===== config.mk =====
export PLATFORM = sky130hd
export DESIGN_NAME = inert_rd_seq_flat
export DESIGN_NICKNAME = d
export VERILOG_FILES = /design/src/rtl/inert_rd_seq_if.sv /design/src/rtl/inert_rd_seq.sv /design/src/flat_wrapper.sv
export SDC_FILE = /design/constraint.sdc
export NUM_CORES = 1
export LEC_CHECK = 0
export ABC_CLOCK_PERIOD_IN_PS = 5100
export CAP_MARGIN = 10
export CORE_ASPECT_RATIO = 2
export CORE_MARGIN = 1
export CORE_UTILIZATION = 40
export CTS_CLUSTER_DIAMETER = 60
export DETAILED_ROUTE_END_ITERATION = 10
export PLACE_DENSITY_LB_ADDON = 0.2
export SLEW_MARGIN = 0
export SYNTH_ARGS = -nofsm -noshare
export SYNTH_HDL_FRONTEND = slang
export SYNTH_SLANG_ARGS = --single-unit

===== constraint.sdc =====
create_clock -name clk -period 5.1 [get_ports clk]
set_input_delay 0.51 -clock clk [delete_from_list [all_inputs] [get_ports clk]]
set_output_delay 0.51 -clock clk [all_outputs]
set_load 0.1 [all_outputs]

===== src/rtl/inert_rd_seq_if.sv =====
// SPI-monarch command bus between the inertial read sequencer and the
// SPI monarch: transaction start strobe + command word going out,
// completion pulse + read byte coming back.
interface inert_rd_seq_if;
  logic        wrt;
  logic [15:0] cmd;
  logic        done;
  logic [15:0] rd_data;

  modport master (output wrt, output cmd, input done, input rd_data);
  modport slave  (input wrt, input cmd, output done, output rd_data);
endinterface


===== src/rtl/inert_rd_seq.sv =====
// Inertial sensor command sequencer.
// After power-up it waits 2^INIT_WAIT_W-1 cycles, writes four configuration
// words through the SPI monarch, then on every data-ready interrupt reads the
// pitch/roll/yaw rate bytes (low byte first) and presents them as signed
// 16-bit words together with a one-cycle vld strobe.
// Optional build macro INERT_ACCEL_EN extends the burst with the X/Y accel
// bytes and adds the ax/ay outputs.
module inert_rd_seq #(
  parameter int INIT_WAIT_W = 16
) (
  input  logic               clk,
  input  logic               rst,
  input  logic               INT,
  inert_rd_seq_if.master     spi,
  output logic signed [15:0] ptch,
  output logic signed [15:0] roll,
  output logic signed [15:0] yaw,
`ifdef INERT_ACCEL_EN
  output logic signed [15:0] ax,
  output logic signed [15:0] ay,
`endif
  output logic               vld,
  output logic               init_done
);

`ifdef INERT_ACCEL_EN
  localparam int NUM_RD = 10;
`else
  localparam int NUM_RD = 6;
`endif
  localparam logic [3:0] LAST_RD = 4'(NUM_RD - 1);
  // Transition value: the counter reaches all-ones on the same edge that
  // moves the FSM into INIT_WR.
  localparam logic [INIT_WAIT_W-1:0] WAIT_LAST = {{(INIT_WAIT_W-1){1'b1}}, 1'b0};

  typedef enum logic [2:0] {
    PWR_WAIT,
    INIT_WR,
    INIT_WT,
    IDLE,
    RD_ISSUE,
    RD_WT,
    UPDATE
  } state_t;

  state_t                 state;
  state_t                 state_nxt;
  logic [INIT_WAIT_W-1:0] wait_cnt;
  logic [1:0]             idx;
  logic [3:0]             ridx;
  logic                   int_s1;
  logic                   int_s2;
  logic                   int_s3;
  logic                   rise;
  logic                   pending;
  logic                   burst_state;
  logic                   last_done;
  logic [7:0]             last_byte;
  // The final byte of a burst goes straight to the outputs, so only the
  // earlier bytes need holding.
  logic [7:0]             byte_q [0:NUM_RD-2];
  logic [7:0]             unused_rd_hi;

  function automatic logic [15:0] init_cmd(input logic [1:0] i);
    case (i)
      2'd0:    init_cmd = 16'h0D02;  // INT pin on data ready
      2'd1:    init_cmd = 16'h1062;  // accel config
      2'd2:    init_cmd = 16'h1162;  // gyro config
      default: init_cmd = 16'h1460;  // rounding
    endcase
  endfunction

  function automatic logic [7:0] rd_addr(input logic [3:0] i);
    rd_addr = 8'hA2 + {4'h0, i};
  endfunction

  assign rise         = int_s2 & ~int_s3;
  assign burst_state  = (state == RD_ISSUE) || (state == RD_WT) || (state == UPDATE);
  assign last_done    = (state == RD_WT) && spi.done && (ridx == LAST_RD);
  assign last_byte    = spi.rd_data[7:0];
  assign unused_rd_hi = spi.rd_data[15:8];

  // Bring the asynchronous interrupt into the clock domain; third flop for edge detect.
  always_ff @(posedge clk) begin
    if (rst) begin
      int_s1 <= 1'b0;
      int_s2 <= 1'b0;
      int_s3 <= 1'b0;
    end else begin
      int_s1 <= INT;
      int_s2 <= int_s1;
      int_s3 <= int_s2;
    end
  end

  // Next-state and SPI command decode; wrt/cmd are Moore outputs of the issue states.
  always_comb begin
    state_nxt = state;
    spi.wrt   = 1'b0;
    spi.cmd   = 16'h0000;
    case (state)
      PWR_WAIT: if (wait_cnt == WAIT_LAST) state_nxt = INIT_WR;
      INIT_WR: begin
        spi.wrt   = 1'b1;
        spi.cmd   = init_cmd(idx);
        state_nxt = INIT_WT;
      end
      INIT_WT: if (spi.done) state_nxt = (idx == 2'd3) ? IDLE : INIT_WR;
      IDLE: if (rise || pending) state_nxt = RD_ISSUE;
      RD_ISSUE: begin
        spi.wrt   = 1'b1;
        spi.cmd   = {rd_addr(ridx), 8'h00};
        state_nxt = RD_WT;
      end
      RD_WT: if (spi.done) state_nxt = (ridx == LAST_RD) ? UPDATE : RD_ISSUE;
      UPDATE: state_nxt = IDLE;
      default: state_nxt = PWR_WAIT;
    endcase
  end

  // Control state: FSM register, counters, indices, sticky init flag, pending interrupt.
  always_ff @(posedge clk) begin
    if (rst) begin
      state     <= PWR_WAIT;
      wait_cnt  <= '0;
      idx       <= 2'd0;
      ridx      <= 4'd0;
      init_done <= 1'b0;
      pending   <= 1'b0;
      vld       <= 1'b0;
    end else begin
      state <= state_nxt;
      vld   <= last_done;
      case (state)
        PWR_WAIT: wait_cnt <= wait_cnt + 1'b1;
        INIT_WT: begin
          if (spi.done) begin
            if (idx == 2'd3) init_done <= 1'b1;
            else             idx       <= idx + 1'b1;
          end
        end
        IDLE: if (rise || pending) ridx <= 4'd0;
        RD_WT: if (spi.done && (ridx != LAST_RD)) ridx <= ridx + 1'b1;
        default: ;
      endcase
      // An edge during a burst is remembered and served right after it.
      if (burst_state && rise)              pending <= 1'b1;
      else if ((state == IDLE) && pending)  pending <= 1'b0;
    end
  end

  // Byte holding registers filled as each read completes.
  always_ff @(posedge clk) begin
    if ((state == RD_WT) && spi.done) begin
      for (int i = 0; i < NUM_RD - 1; i++) begin
        if (ridx == 4'(i)) byte_q[i] <= last_byte;
      end
    end
  end

  // Rate words load on the edge entering UPDATE so they are valid exactly while vld is high.
  always_ff @(posedge clk) begin
    if (rst) begin
      ptch <= '0;
      roll <= '0;
      yaw  <= '0;
`ifdef INERT_ACCEL_EN
      ax   <= '0;
      ay   <= '0;
`endif
    end else if (last_done) begin
      ptch <= {byte_q[1], byte_q[0]};
      roll <= {byte_q[3], byte_q[2]};
`ifdef INERT_ACCEL_EN
      yaw  <= {byte_q[5], byte_q[4]};
      ax   <= {byte_q[7], byte_q[6]};
      ay   <= {last_byte, byte_q[8]};
`else
      yaw  <= {last_byte, byte_q[4]};
`endif
    end
  end

endmodule

===== src/flat_wrapper.sv =====
// flat-port wrapper written by rule: the top's interface ports become plain ports
module inert_rd_seq_flat 
#(
  parameter int INIT_WAIT_W = 16
)
  (clk, rst, INT, ptch, roll, yaw, vld, init_done, spi_wrt, spi_cmd, spi_done, spi_rd_data);
  inert_rd_seq_if spi_i ();
  input  logic clk;
  input  logic rst;
  input  logic INT;
  output logic signed [15:0] ptch;
  output logic signed [15:0] roll;
  output logic signed [15:0] yaw;
  output logic vld;
  output logic init_done;
  output wire logic [$bits(spi_i.wrt)-1:0] spi_wrt;
  output wire logic [$bits(spi_i.cmd)-1:0] spi_cmd;
  input wire logic [$bits(spi_i.done)-1:0] spi_done;
  input wire logic [$bits(spi_i.rd_data)-1:0] spi_rd_data;
  assign spi_wrt = spi_i.wrt;
  assign spi_cmd = spi_i.cmd;
  assign spi_i.done = spi_done;
  assign spi_i.rd_data = spi_rd_data;
  inert_rd_seq #(.INIT_WAIT_W(INIT_WAIT_W)) u_core (.clk(clk), .rst(rst), .INT(INT), .spi(spi_i), .ptch(ptch), .roll(roll), .yaw(yaw), .vld(vld), .init_done(init_done));
endmodule

Yosys cells after proc, flatten, opt, wreduce, memory -nomap -nowiden
Memories as Yosys holds them, arrays and structs flattened. A register that Yosys moved wholly into a read port is not among the register bits.
Cells that the tools add are included.
{ "word_totals": {"regBits": 47, "ram_bits": 40, "inputBits": 20, "out_inout_bits": 67, "wordCells": 104, "memories": 1} }
{ "classes": {"n_addsub": 4, "n_eq_ne": 21, "n_mux": 42, "n_bitwise": 3, "n_reduce_logical": 22} }
{ "mem_list": {"columns": ["name", "depth", "word_bits", "read_ports", "rd_clocked_by_memory_dff", "write_ports", "line_no", "text"], "rows": [
  ["u_core.byte_q", 5, 8, 5, 5, 1, "inert_rd_seq.sv:61", "logic [7:0] byte_q [0:NUM_RD-2];"]
]} }
{ "op_table": {"columns": ["cell", "count"], "rows": [
  ["one-hot mux 13 bit (3 select lines)", 1],
  ["two-way mux 8 bit", 4],
  ["one-hot mux 16 bit (2 select lines)", 1],
  ["OR reduction 8 bit", 4],
  ["two-way mux 3 bit", 8],
  ["two-way mux 1 bit", 22],
  ["one-hot mux 3 bit (7 select lines)", 1],
  ["adder 16 x 1 -> 16 bit (second input constant)", 1],
  ["== test 16 bit (second input constant)", 1],
  ["== test 3 bit (second input constant)", 3],
  ["AND reduction 3 bit", 3],
  ["adder 8 x 4 -> 8 bit (first input constant)", 1],
  ["== test 4 x 2 -> 1 bit (second input constant)", 2],
  ["== test 4 x 3 -> 1 bit (second input constant)", 2],
  ["two-way mux 4 bit", 2],
  ["one-hot mux 4 bit (2 select lines)", 1],
  ["== test 3 x 2 -> 1 bit (second input constant)", 2],
  ["inequality test 2 bit (second input constant)", 3],
  ["logical AND 1 bit", 5],
  ["adder 4 x 1 -> 4 bit (second input constant)", 1],
  ["== test 2 bit (second input constant)", 2],
  ["== test 4 x 1 -> 1 bit (second input constant)", 1],
  ["logical NOT 4 bit", 1],
  ["two-way mux 2 bit", 2],
  ["other kinds (13)", 18]
]} }

Logic depth before layout (Yosys ltp)
Gate-level depths: netlist (run 1).
{ "logic_depth": {"depth_word": 9, "mapped_depth": 9, "mapped_depth_nobuf": 6} }

Worst setup path before layout (run 1)
Ideal clock, no wire load.
{ "synth_path": {"path_kind": "register to output", "start": "reg u_core.state[2]", "end": "out spi_cmd[10]", "arrival_time_ps": 3339, "t_required_ps": 4590, "slack_ps": 1251, "path_stages_with_launch": 6, "n_path_buf": 1, "cell_sequence": "dfxtp_1 buf_2 nand2b_1 nor2_1 nand2_1 o21ai_0"} }
{ "synth_via": {"elab_chain_cells": 2, "word_cells_on_any_way": 3, "classes_between": "eq/ne (2); mux (1)"} }
{ "synth_lines": {"columns": ["element", "line_no", "text"], "rows": [
  ["from (decl)", "inert_rd_seq.sv:46", "state_t state;"],
  ["from (signal assigned)", "inert_rd_seq.sv:132", "state <= state_nxt;"],
  ["== test 3 bit / == test 3 x 1 -> 1 bit (equally long branches)", "inert_rd_seq.sv:101", "case (state)"],
  ["one-hot mux 16 bit (2 select lines) *", "inert_rd_seq.sv:101", null],
  ["to (decl)", "flat_wrapper.sv:17", "output wire logic [$bits(spi_i.cmd)-1:0] spi_cmd;"]
]} }
Every way passes the cells marked *; elsewhere a longest branch is shown, timed or not.

Worst setup path in the final report (run 1)
{ "layout_path": {"start": "reg u_core.state[0]", "end": "out spi_cmd[12]"} }
The elaborated chain is that of the path after synthesis.

==> results of run 1 <==
## report_power, final
part	internal, mW	switching, mW	total (mW)
clock	0.781	0.430	1.21
sequential	0.982	0.00311	0.985
combinational	0.0124	0.0421	0.0545
## cells by family after synthesis
group	after synthesis	synth area share
muxes	2	0.00433
other	1	0.000810
adders and majority gates	11	0.0297
AOI/OAI and AO/OA	83	0.0989
buffers and inverters	43	0.0462
DFF	119	0.601
xor gates and xnor gates	10	0.0189
and+or+nand+nor	191	0.200
## cells in the mapped netlist, drive strengths merged (3+ instances only)
library cell | instances | area [µm²]
clkbuf | 21 | 78.8
o21ai | 8 | 40.0
nand3b | 3 | 35.0
and2 | 3 | 18.8
nor4b | 3 | 41.3
and3 | 4 | 25.0
nand2b | 8 | 50.1
nor3 | 6 | 41.3
nand4 | 3 | 18.8
nor2b | 4 | 25.0
a21oi | 61 | 305
inv | 8 | 30.0
dfxtp | 79 | 1580
ha | 11 | 138
edfxtp | 40 | 1200
buf | 14 | 105
xnor2 | 4 | 35.0
or3 | 3 | 18.8
or4 | 5 | 37.5
o31ai | 5 | 37.5
nor2 | 25 | 93.8
nand2 | 108 | 408
xor2 | 6 | 52.6
nand3 | 6 | 30.0
## per-stage QoR
| step | hold WS, ps | instances | instance area (µm²) |
|---|---|---|---|
| 2_1_floorplan | 414 | 465 | 4650 |
| 3_3_place_gp | 431 | 647 | 5390 |
| 3_5_place_dp | 439 | 647 | 5390 |
| 4_1_cts | 451 | 679 | 6000 |
| 5_1_grt | 467 | 679 | 6000 |
| 6_report | 450 | 679 | 6000 |
## critical path, stage by stage (launching register included)
cell and delay, ps:
dfxtp_1 720, nand2b_1 130, or2_0 320, nor2_1 270, a41o_1 140, clkdlybuf4s50_1 1130
## flip-flops by register name, summed over array words and instances (netlist names), 2 cells and up
register         count
u_core.wait_cnt     16
u_core.idx           2
u_core.state         3
yaw                  8
u_core.yaw           8
u_core.byte_q       40
u_core.ridx          4
ptch                16
roll                16
## worst max-delay path by stage
stage / to / startpoint
floorplan: spi_cmd[10] / u_core.state[2]$_SDFFE_PP0P_
global placement: spi_cmd[12] / u_core.state[0]$_SDFFE_PP0P_
detailed placement: spi_cmd[12] / u_core.state[0]$_SDFFE_PP0P_
CTS: spi_cmd[12] / u_core.state[0]$_SDFFE_PP0P_
global route: spi_cmd[12] / u_core.state[0]$_SDFFE_PP0P_
finish: spi_cmd[12] / u_core.state[0]$_SDFFE_PP0P_
## per-layer routing
metal  track usage  share of wire  up-vias
met5             0              0        -
met4        0.0829          0.023        0
met3        0.0409          0.036       18
met2         0.308           0.55       83
met1         0.181           0.39     1557
li1              -              -     1690
## placed cells by master, fill, tap and decap left out, types with 5 or more instances in the layout
cell             count
a21oi_1             61
clkbuf_16           19
clkdlybuf4s50_1     71
conb_1               6
dfxtp_1             79
edfxtp_1            40
ha_1                11
inv_1                8
nand2_1            107
nand2b_1             8
nand3_1              6
nor2_1              25
nor3_1               5
o21ai_0              8
o31ai_1              5
or4_1                5
xor2_1               6
## layout make-up
class	instances	area, µm²
clock buffer	19	475
sequential	119	2780
multi-input combinational	303	1660
tap	142	178
timing repair buffer	75	738
inverter	8	30.0
clock inverter	13	141
fill	1053	5280
==> flow_summary.yaml, run 1 <==
outcome:
  status: "finished clean"
global_routing:
  track_usage: 0.171
  gr-total-overflow: 0
  grt_max_degree: 53
  antenna_found_initial: 0
  grt_pass1_wl_um: 15800
  grt_pass1_vias: 3098
synthesis:
  yosysWarnings: 0
  ys_ff_latch: 119
  yosysSeqAreaShare: 0.601
  synthFlopType: "dfxtp_1"
  synthDistinctLibCells: 45
  async_flop_share: 0
  synthCells: 460
  syn_avg_cell_area_um2: 10.1
  netlist_area_um2: 4630
  synth_edf_count: 40
final_layout:
  drive_above_1_share: 0.0801
  fin_util: 0.532
  diodes: 0
  synthToLayoutAreaGrowth_pct: 29.7
  nets: 555
placement:
  dpl.hpwl_um: 6460
  place_congestion: 0.751
  pre_cts_ws_ps: 1880
  port_buffers: 72
sta:
  setup_viol: 0
  slew_viol_final: 0
  hold_viol: 0
  fmax_mhz: 275
  timing.final.crit_share: 0.712
  clock_skew_ps: 4.29
  fin_crit_ps: 3630
  final.setup.worst_slack_ps: 1470
  fin_tns_setup_ps: 0
  slew_headroom: 0.341
  rsz0062_at_grt: "no"
  worstMarginPinSlew_ps: 985
worst_setup_path:
  reg2reg_setup_slack_ps: 2990
  critPathMaxFanout: 15
  rr_endpoint: "u_core.yaw[12]$_SDFFE_PP0P_"
  worstPathArrival_ps: 3120
  start_kind: "flip-flop"
  critPathRequiredTime_ps: 4590
  reg2regPathDepth: 5
  critPathCaptureType: "output port"
  timing_worst_setup_path_type: "flip-flop to output port"
  r2r_start: "u_core.state[0]$_SDFFE_PP0P_"
cts:
  clk_pin_slew_worst_paths_ps: 60
  cts_sinks: 119
  post_cts_resize_count: 0
  cts_tree: "built"
  cts-htree-levels: 4
  ctsHoldBuffers: 0
  insertion_delay_ps: 400
  cts_made_buffers: 17
  cts_setup_buffers: 0
  clock_path_buffers: 2
  cts_root_buf: "clkbuf_16"
die:
  core_um2: 11300
  die_h_um: 154
  num_rows: 55
  num_io_pins: 87
  fp.dieArea_um2: 12000
  die_w_um: 78.1
  start_util: 0.410
run:
  cap_violations: 0
detailed_routing:
  drc: 0
  vias: 3348
  wirelength_um: 9480
  drt_iter0_drc: 111
  drt-wirelength-per-cell_um: 14.0
  drt_first_pass_iters: 4
  via_per_inst: 4.93
  final_antenna_net_count: 0
min_path:
  hold_class: "flip-flop to flip-flop"
  worstHoldStart: "u_core.int_s1$_SDFF_PP0_"
  worstHoldPathCells: 1
  min_to: "u_core.int_s2$_SDFF_PP0_"
pwr:
  total_power_mw: 2.25
  peakVddDrop_v: 0.000257
  p_per_area_nw_per_um2: 375
  leakagePower_nw: 2.08
No activity file was read; power rests on OpenSTA's default activity.
==> run 2: changes to the inputs <==
--- a/config.mk
+++ b/config.mk
@@ -5,7 +5,7 @@
 export SDC_FILE = /design/constraint.sdc
 export NUM_CORES = 1
 export LEC_CHECK = 0
-export ABC_CLOCK_PERIOD_IN_PS = 5100
+export ABC_CLOCK_PERIOD_IN_PS = 3100
 export CAP_MARGIN = 10
 export CORE_ASPECT_RATIO = 2
 export CORE_MARGIN = 1
==> constraint.sdc (replaced) <==
create_clock -name clk -period 3.1 [get_ports clk]
set_input_delay 0.31 -clock clk [delete_from_list [all_inputs] [get_ports clk]]
set_output_delay 0.31 -clock clk [all_outputs]
set_load 0.1 [all_outputs]
==> flow_summary.yaml, run 2 (synthesis gave the netlist of run 1 again) <==
outcome:
  status: "finished clean"
worst_setup_path:
  reg2regPathDepth: 5
  slowest_delay_ps: 670
  start_kind: "flip-flop"
  timing_worst_setup_path_type: "flip-flop to output port"
  path_cells: "nand2b_1, nor2_2, nand2_1, o31ai_2, buf_4"
  cp-endpoint: "spi_cmd[8]"
  critPathMaxFanout: 12
  critPathCaptureType: "output port"
  rr_endpoint: "u_core.yaw[14]$_SDFFE_PP0P_"
  crit_start: "u_core.state[2]$_SDFFE_PP0P_"
  critPathRequiredTime_ps: 2790
  cpMaxStageDelayCell: "dfxtp_1"
  r2r_start: "u_core.state[2]$_SDFFE_PP0P_"
  worstPathArrival_ps: 2130
  reg2reg_setup_slack_ps: 910
final_layout:
  drive_above_1_share: 0.119
  fin_util: 0.534
  synthToLayoutAreaGrowth_pct: 30.3
  final_cell_mix: "nand2_1 (107), dfxtp_1 (79), a21oi_1 (61), clkdlybuf4s50_1 (56), edfxtp_1 (40)"
  nets: 557
  layout_commonest_cell: "nand2_1"
  regMostFlops: "u_core.byte_q"
  largest_reg_flops: 40
  diodes: 0
  fin_area_um2: 6030
  num-fill-cells: 1050
cts:
  cts_sinks: 119
  cts_root_buf: "clkbuf_16"
  clk_pin_slew_worst_paths_ps: 60
  ctsHoldBuffers: 0
  post_cts_resize_count: 0
  cts_setup_buffers: 0
  insertion_delay_ps: 410
  cts-htree-levels: 4
  cts_tree: "built"
  clock_path_buffers: 2
  cts_made_buffers: 17
die:
  start_util: 0.410
  die_w_um: 78.1
  num_io_pins: 87
  die_h_um: 154
  core_um2: 11300
  num_rows: 55
  fp.dieArea_um2: 12000
placement:
  dpl-instance-area_um2: 5390
  port_buffers: 72
  place_congestion: 0.793
  dpl.hpwl_um: 6930
sta:
  timing.hold.ws_ps: 302
  timing.final.crit_share: 0.786
  fin_crit_ps: 2440
  setup_viol: 0
  clock_skew_ps: 13.8
  fin_tns_setup_ps: 0
  fmax_mhz: 411
  hold_viol: 0
  rsz0062_at_grt: "no"
  worstMarginPinSlew_ps: 992
  slew_headroom: 0.337
  slew_viol_final: 0
global_routing:
  grt_max_degree: 49
  gr-total-overflow: 0
  grt_pass1_wl_um: 16300
  track_usage: 0.180
  grt_pass1_vias: 3293
  antenna_found_initial: 0
detailed_routing:
  via_per_inst: 4.98
  maxUsedRoutingLayer: "met4"
  route.layer.met1.wl_um: 3690
  met3_wirelength_um: 366
  drc: 0
  drt_first_pass_iters: 6
  met2_length_um: 5680
  final_antenna_net_count: 0
  drt_iter0_drc: 148
  wirelength_um: 10100
  drt-wirelength-per-cell_um: 14.8
  vias: 3394
min_path:
  hold_class: "input pin to flip-flop"
pwr:
  leakagePower_nw: 2.14
  peakVddDrop_v: 0.000462
  total_power_mw: 3.78
  p_per_area_nw_per_um2: 628
run:
  cap_violations: 0
==> run 2: cell count changes in the layout (fill, tap and decap cells not counted), sizes merged <==
cell           previous run  this run
buf                       4        21
clkdlybuf4s50            71        56
clkinv                    8         5
bufinv                    2         3
clkbuf                   19        20
clkinvlp                  0         1
==> run 2: layer usage <==
layer  global-route usage  up-vias
li1                     -     1693
met1                0.180     1606
met2                0.327       78
met3               0.0487       17
met4               0.0988        0
met5                    0        -
==> run 2: worst max-delay path, delay by kind of cell, from the launching register on <==
kind	cells	cell delay, ps
buf+inv	1	330
flops	1	670
simple gates	3	640
compound gates	1	80
==> run 2: how the worst min path moves through the flow <==
stage	start	end	cells past startpoint	slack [ps]
global route	rst	u_core.vld$_SDFF_PP0_	2	320
global placement	u_core.int_s1$_SDFF_PP0_	u_core.int_s2$_SDFF_PP0_	1	430
floorplan	spi_rd_data[0]	u_core.byte_q[0][0]$_DFFE_PP_	0	410
CTS	rst	u_core.vld$_SDFF_PP0_	2	290
finish	rst	u_core.vld$_SDFF_PP0_	2	300
detailed placement	u_core.int_s1$_SDFF_PP0_	u_core.int_s2$_SDFF_PP0_	1	430
==> run 2: layout make-up <==
cell class	count	area, µm²	area share
sequential	119	2780	0.462
tap	142	178	0.0295
timing repair buffer	77	728	0.121
inverter	8	30.0	0.00498
multi-input combinational	303	1670	0.277
clock buffer	20	478	0.0793
clock inverter	12	161	0.0268
==> run 2: report_power, final <==
part | total (mW) | internal [mW] | switching (mW)
Clock | 2.07 | 1.36 | 0.708
Combinational | 0.0919 | 0.0214 | 0.0706
Sequential | 1.62 | 1.62 | 0.00497
==> run 2: stage by stage <==
step,cells,setup slack (ps)
floorplan,465,-344
global placement,649,736
detailed placement,649,692
CTS,681,634
global route,681,468
finish,681,664
==> run 3: changes to the inputs <==
--- a/config.mk
+++ b/config.mk
@@ -5,7 +5,7 @@
 export SDC_FILE = /design/constraint.sdc
 export NUM_CORES = 1
 export LEC_CHECK = 0
-export ABC_CLOCK_PERIOD_IN_PS = 3100
+export ABC_CLOCK_PERIOD_IN_PS = 2200
 export CAP_MARGIN = 10
 export CORE_ASPECT_RATIO = 2
 export CORE_MARGIN = 1
==> constraint.sdc (replaced) <==
create_clock -name clk -period 2.2 [get_ports clk]
set_input_delay 0.22 -clock clk [delete_from_list [all_inputs] [get_ports clk]]
set_output_delay 0.22 -clock clk [all_outputs]
set_load 0.1 [all_outputs]
==> flow_summary.yaml, run 3 (synthesis gave the netlist of run 1 again) <==
pwr:
  leakagePower_nw: 2.26
  peakVddDrop_v: 0.000666
  p_per_area_nw_per_um2: 809
sta:
  fin_crit_ps: 2070
  rsz0062_at_grt: "no"
  fmax_mhz: 482
  clock_skew_ps: 6.16
  final.setup.worst_slack_ps: 126
  slew_viol_final: 0
  hold_viol: 0
  setup_viol: 0
  timing.final.crit_share: 0.943
final_layout:
  fin_area_um2: 6040
  drive_above_1_share: 0.222
  seq_area_um2: 2790
  layout_commonest_cell: "nand2_1"
  synthToLayoutAreaGrowth_pct: 30.6
  fin_util: 0.535
  largest_reg_flops: 40
  regMostFlops: "u_core.byte_q"
  nets: 564
  num-fill-cells: 1042
  multiInputGateArea_um2: 1700
  diodes: 0
  final_cell_mix: "nand2_1 (107), dfxtp_1 (77), a21oi_1 (61), buf_4 (60), edfxtp_1 (40)"
cts:
  insertion_delay_ps: 410
  cts_root_buf: "clkbuf_16"
  cts-htree-levels: 4
  clock_path_buffers: 2
  cts_sinks: 119
  clk_pin_slew_worst_paths_ps: 50
  cts_made_buffers: 17
  cts_tree: "built"
global_routing:
  grt_pass1_wl_um: 16700
  track_usage: 0.184
  grt_pass1_vias: 3443
  gr-total-overflow: 0
  grt_max_degree: 50
  antenna_found_initial: 0
detailed_routing:
  wirelength_um: 10000
  final_antenna_net_count: 0
  via_per_inst: 5.03
  vias: 3460
  drt_first_pass_iters: 5
  drc: 0
  drt-wirelength-per-cell_um: 14.5
  drt_iter0_drc: 116
die:
  num_io_pins: 87
  core_um2: 11300
  num_rows: 55
  fp.dieArea_um2: 12000
  die_w_um: 78.1
  die_h_um: 154
  start_util: 0.410
worst_setup_path:
  start_kind: "flip-flop"
  critPathRequiredTime_ps: 1980
  timing_worst_setup_path_type: "flip-flop to output port"
  rr_endpoint: "u_core.ridx[3]$_SDFFE_PP0P_"
  worstPathArrival_ps: 1850
  critPathMaxFanout: 7
  critPathCaptureType: "output port"
  reg2reg_setup_slack_ps: 370
  reg2regPathDepth: 5
  r2r_start: "u_core.ridx[1]$_SDFFE_PP0P_"
placement:
  port_buffers: 72
  pre_cts_ws_ps: 218
  place_congestion: 0.836
  dpl.hpwl_um: 7020
  dpl-instance-area_um2: 5500
min_path:
  worstHoldPathCells: 2
  min_to: "u_core.idx[1]$_SDFFE_PP0P_"
  hold_class: "input pin to flip-flop"
  worstHoldStart: "rst"
outcome:
  status: "finished clean"
run:
  cap_violations: 0
-- run 3: cell count changes in the layout (fill, tap and decap cells not counted), sizes merged --
cell,before,now
bufinv,3,0
clkinvlp,1,2
buf,21,74
inv,11,13
clkdlybuf4s50,56,10
clkinv,5,7
clkbuf,20,18
-- run 3: how the worst max path moves through the flow --
| stage | startpoint | end | slack, ps |
|---|---|---|---|
| after floorplan | u_core.state[1]$_SDFFE_PP0P_ | spi_cmd[8] | -450 |
| after global placement | spi_done | u_core.ridx[3]$_SDFFE_PP0P_ | 230 |
| after detailed placement | spi_done | u_core.byte_q[0][29]$_DFFE_PP_ | 220 |
| after CTS | u_core.state[2]$_SDFFE_PP0P_ | spi_cmd[10] | 70 |
| after global routing | u_core.state[0]$_SDFFE_PP0P_ | spi_cmd[8] | 40 |
| final | u_core.state[1]$_SDFFE_PP0P_ | spi_cmd[8] | 130 |
-- run 3: layout make-up --
cell class / instances / area share
Inverter: 8 / 0.00497
Multi-Input combinational cell: 303 / 0.281
Clock inverter: 14 / 0.0164
Tap cell: 142 / 0.0294
Clock buffer: 18 / 0.0727
Sequential cell: 119 / 0.461
Timing Repair Buffer: 84 / 0.135
-- run 3: timing repair --
action	in CTS	in global routing
setup buffers	0	1
resized for setup	2	0
hold buffers	0	0
pin swaps	0	1
endpoints found under the setup margin	4	1
-- run 3: through the flow --
step | hold slack [ps] | TNS (ps) | instances | power, mW
floorplan | 319 | -1420 | 465 | 2.42
global placement | 422 | 0 | 655 | 2.46
detailed placement | 431 | 0 | 655 | 2.46
CTS | 198 | 0 | 687 | 4.94
global route | 222 | 0 | 688 | 5.06
finish | 199 | 0 | 688 | 4.89
-- run 3: power breakdown --
part / switching (mW) / leakage, nW / internal [mW]
clock: 1.00 / 0.267 / 1.47
combinational: 0.0982 / 0.999 / 0.0321
sequential: 0.00711 / 0.997 / 2.28
-- run 3: worst max-delay path, cell delays in order, from the launching register on --
cell	delay (ps)
dfxtp_1	360
nand2b_1	170
or2_1	330
o31ai_2	370
buf_12	220
-- run 3: layer usage --
layer,wire (µm),part of all wire,up-vias,track usage
li1,-,-,1708,-
met1,3590,0.36,1647,0.177
met2,5760,0.58,86,0.346
met3,383,0.038,19,0.0421
met4,273,0.027,0,0.106
met5,0,0,-,0
